===== src/rtl/adc_sample_reader_pkg.sv =====
// ============================================================================
// Package : adc_sample_reader_pkg
// Brief   : FSM state encoding, default build parameters and width helper
//           shared by the ADC sample reader and the compensator input stage.
// Rev     : 1.0 - initial release
// ============================================================================
`default_nettype none

package adc_sample_reader_pkg;

    localparam int c_DEF_DATA_W       = 12;
    localparam int c_DEF_SCLK_HALF    = 2;
    localparam int c_DEF_BUSY_TIMEOUT = 63;

    localparam int c_ST_W = 3;
    typedef logic [c_ST_W-1:0] state_t;

    localparam state_t c_ST_IDLE    = 3'd0;
    localparam state_t c_ST_WAIT_HI = 3'd1;
    localparam state_t c_ST_WAIT_LO = 3'd2;
    localparam state_t c_ST_SHIFT   = 3'd3;
    localparam state_t c_ST_DONE    = 3'd4;

    // Counter width able to hold 0..v-1, never narrower than one bit.
    function automatic int clog2_min1(input int v);
        int w;
        w = $clog2(v);
        return (w < 1) ? 1 : w;
    endfunction

endpackage

`default_nettype wire


===== src/rtl/adc_sample_reader_sync2.sv =====
// ============================================================================
// Module : adc_sample_reader_sync2
// Brief  : Two-flop synchroniser for a single asynchronous level input.
// Rev    : 1.0 - initial release
// ============================================================================
`default_nettype none

module adc_sample_reader_sync2 (
    input  logic clk,
    input  logic rst_n,
    input  logic d,
    output logic q
);

    logic r_meta;
    logic r_sync;

    always_ff @(posedge clk or negedge rst_n) begin
        if (!rst_n) begin
            r_meta <= 1'b0;
            r_sync <= 1'b0;
        end else begin
            r_meta <= d;
            r_sync <= r_meta;
        end
    end

    assign q = r_sync;

endmodule

`default_nettype wire


===== src/rtl/adc_sample_reader.sv =====
// ============================================================================
// Module : adc_sample_reader
// Brief  : Tracks the ADC BUSY handshake after each convst_bar fall, reads the
//          result MSB-first over cs_n/sclk/sdo and presents it with a strobe.
// Rev    : 1.0 - initial release
// ============================================================================
`default_nettype none

module adc_sample_reader
    import adc_sample_reader_pkg::*;
#(
    parameter int DATA_W       = c_DEF_DATA_W,
    parameter int SCLK_HALF    = c_DEF_SCLK_HALF,
    parameter int BUSY_TIMEOUT = c_DEF_BUSY_TIMEOUT
) (
    input  logic              clk,
    input  logic              rst_n,
    input  logic              convst_bar,
    input  logic              adc_busy,
    input  logic              adc_sdo,
    output logic              adc_cs_n,
    output logic              adc_sclk,
    output logic [DATA_W-1:0] sample,
    output logic              sample_valid,
    output logic              timeout_err,
    output logic              overrun
);

    localparam int c_TMO_W = clog2_min1(BUSY_TIMEOUT + 1);
    localparam int c_PH_W  = clog2_min1(2 * SCLK_HALF);
    localparam int c_BIT_W = clog2_min1(DATA_W);

    localparam logic [c_TMO_W-1:0] c_TMO_MAX = c_TMO_W'(BUSY_TIMEOUT);
    localparam logic [c_PH_W-1:0]  c_PH_RISE = c_PH_W'(SCLK_HALF - 1);
    localparam logic [c_PH_W-1:0]  c_PH_END  = c_PH_W'(2 * SCLK_HALF - 1);
    localparam logic [c_BIT_W-1:0] c_BIT_TOP = c_BIT_W'(DATA_W - 1);

    state_t              r_state;
    state_t              w_state_nxt;
    logic                r_convst_prev;
    logic [c_TMO_W-1:0]  r_tmo_cnt;
    logic [c_PH_W-1:0]   r_phase;
    logic [c_BIT_W-1:0]  r_bit_cnt;
    logic [DATA_W-1:0]   r_shift;

    logic                r_cs_n;
    logic                r_sclk;
    logic [DATA_W-1:0]   r_sample;
    logic                r_valid;
    logic                r_tmo_err;
    logic                r_overrun;

    logic                w_busy_s;
    logic                w_fall;
    logic                w_in_wait;
    logic                w_tmo_hit;
    logic                w_ph_rise;
    logic                w_ph_end;
    logic                w_last_bit;
    logic                w_enter_shift;
    logic                w_stay_shift;

    logic                w_cs_n_d;
    logic                w_sclk_d;
    logic [DATA_W-1:0]   w_sample_d;
    logic                w_valid_d;
    logic                w_tmo_err_d;
    logic                w_overrun_d;

    adc_sample_reader_sync2 u_busy_sync (
        .clk   (clk),
        .rst_n (rst_n),
        .d     (adc_busy),
        .q     (w_busy_s)
    );

    assign w_fall        = r_convst_prev & ~convst_bar;
    assign w_in_wait     = (r_state == c_ST_WAIT_HI) || (r_state == c_ST_WAIT_LO);
    assign w_tmo_hit     = (r_tmo_cnt == c_TMO_MAX);
    assign w_ph_rise     = (r_phase == c_PH_RISE);
    assign w_ph_end      = (r_phase == c_PH_END);
    assign w_last_bit    = (r_bit_cnt == '0);
    assign w_enter_shift = (r_state == c_ST_WAIT_LO) && (w_state_nxt == c_ST_SHIFT);
    assign w_stay_shift  = (r_state == c_ST_SHIFT) && (w_state_nxt == c_ST_SHIFT);

    // ------------------------------------------------------------------
    // FSM: state register
    // ------------------------------------------------------------------
    always_ff @(posedge clk or negedge rst_n) begin
        if (!rst_n) begin
            r_state <= c_ST_IDLE;
        end else begin
            r_state <= w_state_nxt;
        end
    end

    // ------------------------------------------------------------------
    // FSM: next-state logic
    // ------------------------------------------------------------------
    always_comb begin
        w_state_nxt = r_state;
        case (r_state)
            c_ST_IDLE: begin
                if (w_fall) begin
                    w_state_nxt = c_ST_WAIT_HI;
                end
            end
            c_ST_WAIT_HI: begin
                if (w_busy_s) begin
                    w_state_nxt = c_ST_WAIT_LO;
                end else if (w_tmo_hit) begin
                    w_state_nxt = c_ST_IDLE;
                end
            end
            c_ST_WAIT_LO: begin
                if (!w_busy_s) begin
                    w_state_nxt = c_ST_SHIFT;
                end else if (w_tmo_hit) begin
                    w_state_nxt = c_ST_IDLE;
                end
            end
            c_ST_SHIFT: begin
                if (w_ph_end && w_last_bit) begin
                    w_state_nxt = c_ST_DONE;
                end
            end
            c_ST_DONE: begin
                w_state_nxt = c_ST_IDLE;
            end
            default: begin
                w_state_nxt = c_ST_IDLE;
            end
        endcase
    end

    // ------------------------------------------------------------------
    // FSM: output logic. Computes next output values from the transition,
    // so every port is driven straight from a flop. The DONE cycle is the
    // one where sample_valid is high and cs_n has already returned high.
    // ------------------------------------------------------------------
    always_comb begin
        w_cs_n_d    = (w_state_nxt != c_ST_SHIFT);
        w_sclk_d    = 1'b1;
        if (w_enter_shift) begin
            w_sclk_d = 1'b0;
        end else if (w_stay_shift) begin
            if (w_ph_rise) begin
                w_sclk_d = 1'b1;
            end else if (w_ph_end) begin
                w_sclk_d = 1'b0;
            end else begin
                w_sclk_d = r_sclk;
            end
        end
        w_valid_d   = (r_state == c_ST_SHIFT) && (w_state_nxt == c_ST_DONE);
        w_sample_d  = w_valid_d ? r_shift : r_sample;
        w_tmo_err_d = w_in_wait && (w_state_nxt == c_ST_IDLE);
        w_overrun_d = w_fall && (r_state != c_ST_IDLE);
    end

    always_ff @(posedge clk or negedge rst_n) begin
        if (!rst_n) begin
            r_cs_n    <= 1'b1;
            r_sclk    <= 1'b1;
            r_sample  <= '0;
            r_valid   <= 1'b0;
            r_tmo_err <= 1'b0;
            r_overrun <= 1'b0;
        end else begin
            r_cs_n    <= w_cs_n_d;
            r_sclk    <= w_sclk_d;
            r_sample  <= w_sample_d;
            r_valid   <= w_valid_d;
            r_tmo_err <= w_tmo_err_d;
            r_overrun <= w_overrun_d;
        end
    end

    // ------------------------------------------------------------------
    // Datapath: edge history, timeout, sclk phase, bit count, shifter
    // ------------------------------------------------------------------
    always_ff @(posedge clk or negedge rst_n) begin
        if (!rst_n) begin
            r_convst_prev <= 1'b1;
            r_tmo_cnt     <= '0;
            r_phase       <= '0;
            r_bit_cnt     <= '0;
            r_shift       <= '0;
        end else begin
            r_convst_prev <= convst_bar;

            // Restarts on entry to each wait state; holds at the limit.
            if (w_in_wait && (w_state_nxt == r_state)) begin
                if (!w_tmo_hit) begin
                    r_tmo_cnt <= r_tmo_cnt + 1'b1;
                end
            end else begin
                r_tmo_cnt <= '0;
            end

            if (w_enter_shift) begin
                r_phase   <= '0;
                r_bit_cnt <= c_BIT_TOP;
                r_shift   <= '0;
            end else if (r_state == c_ST_SHIFT) begin
                r_phase <= w_ph_end ? '0 : r_phase + 1'b1;
                if (w_ph_rise) begin
                    r_shift <= {r_shift[DATA_W-2:0], adc_sdo};
                end
                // Bit count stops at zero; the last bit ends SHIFT instead.
                if (w_ph_end && !w_last_bit) begin
                    r_bit_cnt <= r_bit_cnt - 1'b1;
                end
            end
        end
    end

    assign adc_cs_n     = r_cs_n;
    assign adc_sclk     = r_sclk;
    assign sample       = r_sample;
    assign sample_valid = r_valid;
    assign timeout_err  = r_tmo_err;
    assign overrun      = r_overrun;

endmodule

`default_nettype wire

===== config.mk =====
export PLATFORM = sky130hd
export DESIGN_NAME = adc_sample_reader
export DESIGN_NICKNAME = d
export VERILOG_FILES = /design/src/rtl/adc_sample_reader_pkg.sv /design/src/rtl/adc_sample_reader_sync2.sv /design/src/rtl/adc_sample_reader.sv
export SDC_FILE = /design/constraint.sdc
export NUM_CORES = 1
export LEC_CHECK = 0
export BUFFER_PORTS_ARGS = -buffer_cell sky130_fd_sc_hd__buf_4
export CAP_MARGIN = 20
export CORE_MARGIN = 2
export CORE_UTILIZATION = 51
export CTS_BUF_LIST = sky130_fd_sc_hd__clkbuf_16
export DETAILED_ROUTE_END_ITERATION = 10
export PLACE_DENSITY = 0.74
export SETUP_SLACK_MARGIN = 0.5
export SKIP_CTS_REPAIR_TIMING = 1
export SLEW_MARGIN = 20
export SYNTH_ARGS = -nofsm -noshare
export SYNTH_HDL_FRONTEND = slang
export SYNTH_HIERARCHICAL = 1
export SYNTH_SLANG_ARGS = --single-unit

===== constraint.sdc =====
create_clock -name clk -period 1.6 [get_ports clk]
set_clock_uncertainty 0.1 [all_clocks]
set_input_delay 0.16 -clock clk [delete_from_list [all_inputs] [get_ports clk]]
set_output_delay 0.16 -clock clk [all_outputs]
set_load 0.01 [all_outputs]

==> results of run 1 <==
==> cells by family after synthesis <==
group | synth area share
AND/OR/NAND/NOR | 0.189
multiplexers | 0.0672
XOR/XNOR | 0.0131
adder cells (fa/ha/maj) | 0.0249
buffers and inverters | 0.0330
AO/OA/AOI/OAI | 0.0864
flip-flops | 0.586
==> per-layer routing <==
layer / share of wire / GRT usage / up-vias
met2: 0.54 / 0.359 / 21
li1: - / - / 726
met5: 0 / 0 / -
met4: 0.012 / 0.0638 / 0
met1: 0.42 / 0.247 / 746
met3: 0.026 / 0.0456 / 8
==> cell type report <==
class	count	area, sq um
clock buffer	5	125
clock inverter	3	20.0
fill	245	887
inverter	8	30.0
multi-input combinational	114	957
sequential	47	1180
tap	48	60.1
timing repair buffer	51	452
==> path summary, 6_finish.rpt <==
path / slack [ps] / to / cells past startpoint / start
min in group asynchronous: 320 / sample[0] / 2 / rst_n
max in group asynchronous: 670 / r_state[1] / 2 / rst_n
setup / recovery: -50 / sample[6] / 6 / r_bit_cnt[1]
hold / removal: 40 / r_shift[0] / 3 / adc_sdo
setup reg to reg: -50 / sample[6] / 6 / r_bit_cnt[1]
hold reg to reg: 250 / u_busy_sync/q / 0 / u_busy_sync/r_meta
==> power by group <==
| part | switching [mW] | total [mW] | internal [mW] |
|---|---|---|---|
| registers | 0.217 | 1.65 | 1.44 |
| clock network | 0.422 | 0.996 | 0.575 |
| logic | 0.684 | 1.44 | 0.755 |
==> tightest hold or removal path: stages <==
cell and delay (ps):
buf_4 110, nand2_1 50, a21oi_1 60
==> placed cells by master (no fill, tap or decap), types with 2 or more instances in the layout <==
| cell | instances |
|---|---|
| nand4b_1 | 2 |
| nand3b_1 | 2 |
| buf_12 | 3 |
| nand3_2 | 2 |
| nor3_4 | 3 |
| clkbuf_16 | 5 |
| dfrtp_2 | 4 |
| a21oi_2 | 11 |
| nand2_1 | 26 |
| o21ai_0 | 4 |
| inv_1 | 8 |
| dfstp_2 | 3 |
| or3_1 | 3 |
| xor2_1 | 2 |
| dlygate4sd3_1 | 3 |
| clkinvlp_4 | 2 |
| nor3b_2 | 2 |
| nand3_1 | 5 |
| ha_4 | 2 |
| mux2_2 | 12 |
| ha_2 | 2 |
| a21oi_1 | 5 |
| nor2_4 | 2 |
| dfrtp_1 | 40 |
| buf_6 | 7 |
| buf_4 | 37 |
==> sequential cells by signal, summed over array words and instances (netlist names), 2 cells and up <==
name       flops
r_shift       12
sample        12
r_tmo_cnt      6
r_bit_cnt      4
r_state        3
r_phase        2
==> stage by stage <==
stage / power (mW) / TNS [ps] / hold WS, ps / util / worst slack, ps
5_1_grt: 4.32 / -1490 / 40.4 / 0.761 / -102
2_1_floorplan: 2.33 / -508 / -236 / - / -63.4
3_5_place_dp: 2.76 / 0 / 94.2 / 0.644 / 13.0
4_1_cts: 3.77 / -48.7 / -210 / 0.683 / -12.8
3_3_place_gp: 2.68 / 0 / 82.0 / 0.644 / 52.2
6_report: 4.09 / -410 / 37.8 / 0.761 / -45.2
==> qor.csv, run 1 <==
stage,metric,value,unit
global_route,grt_overflow_total,0,
synthesis,async_flop_share,1.00,
synthesis,synth_sequential_area_ratio,0.586,
synthesis,ys_ff_latch,47,
timing,worst_pin_slew,563,ps
power_and_ir_drop,ir_drop,1.02,mV
critical_path,cp_cell_sequence,inv_1 -> ha_2 -> nor3b_4 -> nand3_2 -> buf_12 -> mux2_2,
place,dp.cells,251,
global_route,grt_pass1_vias,1487,
clocking,clockRootBuffer,clkbuf_16,
timing,max_freq,608,MHz
timing,period_share,1.03,
die,io_pins,22,
place,port_buffers,21,
run_status,violations,negative setup slack,
synthesis,syn_area_per_cell,11.4,sq um
synthesis,synth.largest_area_cell,dfrtp_1,
clocking,cts-buffers-inserted,5,
die,dieArea,4460,sq um
cells_and_area,area_growth,40.6,%
place,globalplace.congestion,0.754,
drt,ant_nets,0,
job,drv_cap,0,
synthesis,synth_ff_type,dfrtp_1,
critical_path,cp_slowest_stage_delay,400,ps
power_and_ir_drop,leakage,1.27,nW
run_status,outcome,"finished, violations left",
synthesis,synthDistinctLibCells,44,
timing,period_minus_slack,1650,ps
drt,viasPerCell,5.44,
die,die_w,66.8,microns
critical_path,cp.buffers_inverters,2,
global_route,antenna_found_initial,0,
clocking,cts_tree,done,
power_and_ir_drop,power_density,1450,nW/um^2
global_route,grt_max_degree,48,
clocking,clk_latency,280,ps
timing,setup_slack,-45.2,ps
drt,wirelength,4340,microns
global_route,grt_usage,0.204,
cells_and_area,layout-drive-gt1-share,0.478,
clocking,clk_pin_slew,60,ps
critical_path,slowest_stage,dfrtp_1,
synthesis,synth_top_area_share,0.547,
synthesis,synthTopCellsByArea,"dfrtp_1 55%, mux2_2 6.7%, nand2_1 4.9%, a21oi_1 4.2%, dfstp_2 3.9%",
cells_and_area,nets,236,
drt,drc_errors,0,
synthesis,syn_nets,185,
global_route,grt_pass1_wl,6710,microns
timing,maxSlewViolCount,0,
synthesis,synth.most_common_cell,dfrtp_1,
synthesis,yosys-top-cells-count,"44 x dfrtp_1, 26 x nand2_1, 17 x a21oi_1, 12 x mux2_2, 8 x inv_1",
die,die_height,66.8,microns
critical_path,startpoint_type,flop,
place,placed_cell_area,2390,sq um
die,start_util,0.541,
critical_path,crit_fanout,14,
drt,drt_iter0_drc,108,
critical_path,cp-end-kind,flop,
critical_path,cp_top_family,flip-flops,
clocking,cts_sinks,47,
drt,drt_pass1_iterations,4,
drt,wire_per_inst,15.7,microns
critical_path,crit_required,1660,ps
drt,routed-via-count,1501,
critical_path,criticalPathCategory,flop to flop,
die,rows,22,
timing,setup_viol,14,
critical_path,cp.arrival,1710,ps
synthesis,synth_warnings,6,
clocking,clockBufferDepth,2,
clocking,htreeDepth,2,
timing,grt_setup_unrepaired,yes,
cells_and_area,diodes,0,
timing,finalHoldViolCount,0,
worst_hold_path,holdCritPathClass,input pin to flop,
die,core,3720,sq um
timing,relSlewSlack,0.624,
synthesis,syn_area,2010,sq um
cells_and_area,fin_area,2830,sq um
synthesis,synth_cells,176,
synthesis,synth-edff-count,0,
place,dp_hpwl,2670,microns
cells_and_area,stdcell_count,276,
Note: power is estimated with default switching activity, not from simulation.
==> run 2: changes to the inputs <==
--- a/config.mk
+++ b/config.mk
@@ -8,10 +8,10 @@
 export BUFFER_PORTS_ARGS = -buffer_cell sky130_fd_sc_hd__buf_4
 export CAP_MARGIN = 20
 export CORE_MARGIN = 2
-export CORE_UTILIZATION = 51
+export CORE_UTILIZATION = 55
 export CTS_BUF_LIST = sky130_fd_sc_hd__clkbuf_16
 export DETAILED_ROUTE_END_ITERATION = 10
-export PLACE_DENSITY = 0.74
+export PLACE_DENSITY = 0.75
 export SETUP_SLACK_MARGIN = 0.5
 export SKIP_CTS_REPAIR_TIMING = 1
 export SLEW_MARGIN = 20
@@ -19,3 +19,4 @@
 export SYNTH_HDL_FRONTEND = slang
 export SYNTH_HIERARCHICAL = 1
 export SYNTH_SLANG_ARGS = --single-unit
+export TNS_END_PERCENT = 20
==> constraint.sdc (replaced) <==
create_clock -name clk -period 2.13 [get_ports clk]
set_clock_uncertainty 0.1 [all_clocks]
set_input_delay 0.213 -clock clk [delete_from_list [all_inputs] [get_ports clk]]
set_output_delay 0.213 -clock clk [all_outputs]
set_load 0.01 [all_outputs]
==> run 2 against run 1 <==
Compared with the run above: the flow now finishes without violations; via count decreased by 2.9%; clock-buffer cell count unchanged; clock power about the same; sequential share of layout area increased by 4.0 points; total power decreased by 26%; global-route usage decreased by 0.34 points; non-clock buffer count decreased by 16; final cell count decreased by 6.2%; die area decreased by 6.9%; utilization decreased by 0.45 points.
==> qor.csv, run 2 (same netlist as run 1, synthesis figures left out) <==
stage,metric,value,unit,change
run_status,outcome,"complete, no violations",,
drt,drc_errors,0,,unchanged
cells_and_area,layout-drive-gt1-share,0.352,,-0.126
drt,wirelength,4040,microns,-7.0%
clocking,clockRootBuffer,clkbuf_16,,
critical_path,cp_slowest_stage_delay,510,ps,+110 ps
timing,tns,0,ps,+410 ps
global_route,antenna_found_initial,0,,unchanged
power_and_ir_drop,pwr-share-seq,0.412,,+0.008
global_route,grt_max_degree,48,,unchanged
critical_path,startpoint_type,flop,,
die,io_pins,22,,unchanged
power_and_ir_drop,power_density,1180,nW/um^2,-19%
die,dieArea,4160,sq um,-6.9%
timing,worst_pin_slew,571,ps,+7.19 ps
timing,period_share,0.822,,-0.206
critical_path,slowest_stage,or4_4,,
critical_path,criticalPathCategory,flop to flop,,
power_and_ir_drop,ir_drop,0.701,mV,-31%
clocking,cts-buffers-inserted,5,,unchanged
critical_path,crit_required,2260,ps,+600 ps
power_and_ir_drop,p_comb_frac,0.261,,-0.091
die,start_util,0.589,,+0.0476
power_and_ir_drop,swShare,0.301,,-0.0227
power_and_ir_drop,switching_power,914,uW,-31%
cells_and_area,nets,221,,-6.4%
drt,wire_per_inst,15.6,microns,-0.92%
place,dp.cells,239,,-4.8%
cells_and_area,diodes,0,,unchanged
die,rows,21,,-4.5%
clocking,htreeDepth,2,,unchanged
clocking,clk_latency,290,ps,about the same
worst_hold_path,holdCritPathClass,input pin to flop,,
drt,drt_iter0_drc,143,,+32%
clocking,cts_sinks,47,,unchanged
critical_path,cp.buffers_inverters,3,,+1
timing,grt_setup_unrepaired,yes,,
die,die_w,64.5,microns,-3.5%
clocking,cts_tree,done,,
cells_and_area,stdcell_count,259,,-6.2%
die,core,3420,sq um,-8.1%
critical_path,crit_fanout,5,,-9
timing,finalHoldViolCount,0,,unchanged
critical_path,cp_top_family,simple AND/OR/NAND/NOR gates,,
place,dp_hpwl,2320,microns,-13%
drt,viasPerCell,5.63,,+3.5%
power_and_ir_drop,intPower,2.13,mW,-23%
place,port_buffers,21,,unchanged
power_and_ir_drop,leakage,1.19,nW,-6.7%
drt,ant_nets,0,,unchanged
die,die_height,64.5,microns,-3.5%
timing,period_minus_slack,1750,ps,+106 ps
critical_path,cp_cell_sequence,inv_2 -> ha_4 -> nor3b_4 -> buf_6 -> buf_6 -> or4_4 -> nand3_2,,
clocking,clockBufferDepth,2,,unchanged
place,globalplace.congestion,0.731,,-3.1%
global_route,grt_pass1_wl,6340,microns,-5.4%
drt,routed-via-count,1458,,-2.9%
global_route,grt_usage,0.200,,-0.00339
cells_and_area,final_cell_mix,"40 x dfrtp_1, 30 x buf_4, 26 x nand2_1, 17 x a21oi_1, 12 x mux2_2",,
timing,hold_ws,73.7,ps,+35.9 ps
critical_path,cp-end-kind,flop,,
timing,setup_viol,0,,-14
cells_and_area,layout_commonest_cell,dfrtp_1,,
timing,maxSlewViolCount,0,,unchanged
critical_path,cp.arrival,1880,ps,+170 ps
global_route,grt_pass1_vias,1378,,-7.3%
cells_and_area,area_growth,28.5,%,
critical_path,path_common_cell,buf_6,,
global_route,grt_overflow_total,0,,unchanged
power_and_ir_drop,power.clock.fraction,0.327,,+0.083
timing,max_freq,571,MHz,-6.1%
drt,drt_pass1_iterations,4,,unchanged
timing,relSlewSlack,0.620,,-0.00479
clocking,clk_pin_slew,70,ps,about the same
job,drv_cap,0,,unchanged
-- run 2: changes by cell type in the layout (fill, tap and decap cells not counted), moves of 5 or more --
| cell | previous run | this run |
|---|---|---|
| buf_6 | 7 | 2 |
| buf_4 | 37 | 30 |
| a21oi_2 | 11 | 0 |
| a21oi_1 | 5 | 17 |
-- run 2: per-layer routing --
layer / routed length [microns] / GRT usage
met1: 1740 / 0.244
met2: 2090 / 0.340
met3: 140 / 0.0486
met4: 67 / 0.0878
met5: 0 / 0
-- run 2: worst min-delay path: stages --
cell     delay [ps]
buf_4           110
nand2_1          40
a21oi_1          60
-- run 2: path summary, 6_finish.rpt --
path                                         start             to  slack, ps  cells after the start
worst max-delay path                  r_bit_cnt[1]   r_bit_cnt[3]        380                      7
worst min register to register  u_busy_sync/r_meta  u_busy_sync/q        260                      0
worst max register to register        r_bit_cnt[1]   r_bit_cnt[3]        380                      7
min in group asynchronous                    rst_n   r_bit_cnt[3]        370                      2
max in group asynchronous                    rst_n     r_state[1]       1140                      2
worst min-delay path                       adc_sdo     r_shift[0]         70                      3
-- run 2: area by class of cell --
type                       count  area [sq um]
tap                           46          57.6
fill                         231           831
multi-input combinational    115           842
clock buffer                   5           125
timing repair buffer          35           278
inverter                       8          30.0
clock inverter                 3          67.6
sequential                    47          1180
-- run 2: stage by stage --
step / setup WS [ps] / utilization / total power [mW] / area, sq um
2_1_floorplan: 464 / - / 1.66 / 2020
3_3_place_gp: 283 / 0.648 / 1.82 / 2210
5_1_grt: 334 / 0.757 / 3.21 / 2580
6_report: 379 / 0.757 / 3.04 / 2580
3_5_place_dp: 156 / 0.648 / 1.87 / 2210
4_1_cts: 128 / 0.704 / 2.87 / 2410
-- run 2: power by group through the flow --
stage          clock, mW  combinational [mW]  sequential [mW]
3_5_place_dp           0               0.620             1.25
2_1_floorplan          0               0.447             1.21
3_3_place_gp           0               0.597             1.23
4_1_cts             1.01               0.630             1.23
5_1_grt             1.06               0.881             1.27
6_report           0.995               0.793             1.25
==> run 3: changes to the inputs <==
--- a/config.mk
+++ b/config.mk
@@ -8,10 +8,10 @@
 export BUFFER_PORTS_ARGS = -buffer_cell sky130_fd_sc_hd__buf_4
 export CAP_MARGIN = 20
 export CORE_MARGIN = 2
-export CORE_UTILIZATION = 55
+export CORE_UTILIZATION = 51
 export CTS_BUF_LIST = sky130_fd_sc_hd__clkbuf_16
 export DETAILED_ROUTE_END_ITERATION = 10
-export PLACE_DENSITY = 0.75
+export PLACE_DENSITY = 0.74
 export SETUP_SLACK_MARGIN = 0.5
 export SKIP_CTS_REPAIR_TIMING = 1
 export SLEW_MARGIN = 20
==> constraint.sdc (replaced) <==
create_clock -name clk -period 1.5 [get_ports clk]
set_clock_uncertainty 0.1 [all_clocks]
set_input_delay 0.15 -clock clk [delete_from_list [all_inputs] [get_ports clk]]
set_output_delay 0.15 -clock clk [all_outputs]
set_load 0.01 [all_outputs]
==> run 3 against run 2 <==
Compared with the run above: the run now ends with negative hold slack, negative setup slack left; critical path depth is 3 lower; flip-flop and latch count is the same; worst hold slack got worse by 300 ps; die area increased by 7.4%; sequential share of layout area fell by 1.5 points; sequential power is 40% higher; final cell count up 4.2%; wire length up 0.82%; critical path type unchanged; largest cell class unchanged; highest routed layer unchanged.
==> qor.csv, run 3 (same netlist as run 1, synthesis figures left out) <==
stage,metric,value,unit,change
power_and_ir_drop,swShare,0.313,,+0.0123
timing,setup_slack,-219,ps,-598 ps
cells_and_area,layout_commonest_cell,dfrtp_1,,
place,dp.cells,258,,+7.9%
drt,ant_nets,0,,unchanged
cells_and_area,fin_area,2660,sq um,+3.0%
power_and_ir_drop,power_density,1540,nW/um^2,+31%
global_route,grt_pass1_wl,6400,microns,+0.87%
global_route,grt_usage,0.191,,-0.00905
die,die_height,66.8,microns,+3.6%
cells_and_area,diodes,0,,unchanged
timing,period_share,1.15,,+0.324
critical_path,cp-end-kind,flop,,
run_status,violations,"negative hold slack, negative setup slack",,
die,io_pins,22,,unchanged
die,start_util,0.541,,-0.0476
drt,drt_iter0_drc,113,,-21%
timing,worst_pin_slew,580,ps,+9.02 ps
cells_and_area,area_growth,32.4,%,
cells_and_area,layout-drive-gt1-share,0.365,,+0.0128
power_and_ir_drop,switching_power,1.28,mW,+40%
global_route,grt_overflow_total,0,,unchanged
clocking,clockBufferDepth,2,,unchanged
worst_hold_path,holdCritPathClass,input pin to async pin,,
timing,setup_viol,25,,+25
power_and_ir_drop,p_comb_frac,0.319,,+0.058
cells_and_area,final_cell_mix,"42 x dfrtp_1, 25 x nand2_1, 22 x buf_4, 19 x buf_6, 17 x a21oi_1",,
clocking,cts_tree,done,,
power_and_ir_drop,leakage,1.25,nW,+5.3%
place,dp_hpwl,2640,microns,+14%
power_and_ir_drop,ir_drop,0.876,mV,+25%
place,globalplace.congestion,0.827,,+13%
cells_and_area,final_util,0.717,,-0.0399
clocking,cts_sinks,47,,unchanged
timing,grt_setup_unrepaired,yes,,
drt,viasPerCell,5.51,,-2.1%
critical_path,startpoint_type,flop,,
power_and_ir_drop,power.clock.fraction,0.254,,-0.073
die,rows,22,,+4.8%
job,drv_cap,0,,unchanged
timing,relSlewSlack,0.614,,-0.00601
critical_path,cp.buffers_inverters,0,,-3
clocking,clockRootBuffer,clkbuf_16,,
power_and_ir_drop,pwr-share-seq,0.426,,+0.014
timing,period_minus_slack,1720,ps,-32.0 ps
global_route,grt_max_degree,48,,unchanged
drt,drc_errors,0,,unchanged
run_status,outcome,"finished, violations left",,
place,port_buffers,21,,unchanged
clocking,clk_latency,280,ps,about the same
global_route,grt_pass1_vias,1474,,+7.0%
global_route,antenna_found_initial,0,,unchanged
critical_path,cp_slowest_stage_delay,570,ps,+60 ps
critical_path,criticalPathCategory,flop to flop,,
critical_path,cp.arrival,1830,ps,-50 ps
die,die_w,66.8,microns,+3.6%
die,core,3720,sq um,+8.8%
critical_path,cp_top_family,simple AND/OR/NAND/NOR gates,,
drt,drt_pass1_iterations,5,,+1
power_and_ir_drop,intPower,2.81,mW,+32%
drt,routed-via-count,1488,,+2.1%
drt,wire_per_inst,15.1,microns,-3.3%
drt,wirelength,4070,microns,+0.82%
clocking,cts-buffers-inserted,5,,unchanged
critical_path,slowest_stage,or4b_1,,
place,placed_cell_area,2370,sq um,+7.0%
timing,finalHoldViolCount,44,,+44
clocking,clk_pin_slew,60,ps,about the same
critical_path,crit_fanout,5,,unchanged
critical_path,cp_cell_sequence,ha_2 -> nand4b_1 -> or4b_1 -> a21oi_1,,
power_and_ir_drop,power,4.10,mW,+35%
timing,max_freq,582,MHz,+1.9%
cells_and_area,nets,230,,+4.1%
clocking,htreeDepth,2,,unchanged
timing,hold_ws,-227,ps,-300 ps
cells_and_area,stdcell_count,270,,+4.2%
critical_path,crit_required,1610,ps,-650 ps
die,dieArea,4460,sq um,+7.4%
timing,maxSlewViolCount,0,,unchanged
## run 3: worst paths after layout
| kind | startpoint | endpoint | slack (ps) | cells past startpoint |
|---|---|---|---|---|
| max | r_phase[1] | r_bit_cnt[2] | -220 | 4 |
| min reg2reg | u_busy_sync/r_meta | u_busy_sync/q | 250 | 0 |
| max in group asynchronous | rst_n | r_state[0] | 1110 | 1 |
| max reg2reg | r_phase[1] | r_bit_cnt[2] | -220 | 4 |
| min | rst_n | sample_valid | -230 | 1 |
| min in group clk | adc_sdo | r_shift[0] | 10 | 3 |
## run 3: layout make-up
cell class                      instances  area (sq um)
Clock buffer                            5           125
Inverter                                8          30.0
Timing Repair Buffer                   45           439
Fill cell                             255          1050
Multi-Input combinational cell        114           812
Tap cell                               48          60.1
Sequential cell                        47          1180
Clock inverter                          3          15.0
## run 3: power groups by stage
| stage | Clock, mW | Combinational (mW) | Sequential (mW) |
|---|---|---|---|
| after detailed placement | 0 | 1.15 | 1.74 |
| after global placement | 0 | 1.10 | 1.72 |
| final | 1.04 | 1.31 | 1.75 |
| after CTS | 1.07 | 1.17 | 1.72 |
| after floorplan | 0 | 0.635 | 1.72 |
| after global routing | 1.11 | 1.43 | 1.78 |
## run 3: per-stage QoR
stage / TNS, ps / setup slack, ps / hold WS (ps)
2_1_floorplan: -1940 / -166 / -246
3_3_place_gp: -1640 / -112 / 76.2
3_5_place_dp: -3910 / -212 / 88.4
4_1_cts: -4790 / -227 / -212
5_1_grt: -4490 / -274 / -185
6_report: -2630 / -219 / -227
## run 3: worst reg2reg max path, cell delays in order (launching register included)
cell      delay, ps
dfrtp_1         410
ha_2            220
nand4b_1        210
or4b_1          570
a21oi_1         140
## run 3: metal layers
metal  routed length [microns]  vias up  GRT usage
li1                          -      712          -
met2                      2090       33      0.331
met1                      1780      735      0.241
met5                         0        -          0
met3                       150        8     0.0372
met4                        48        0     0.0612
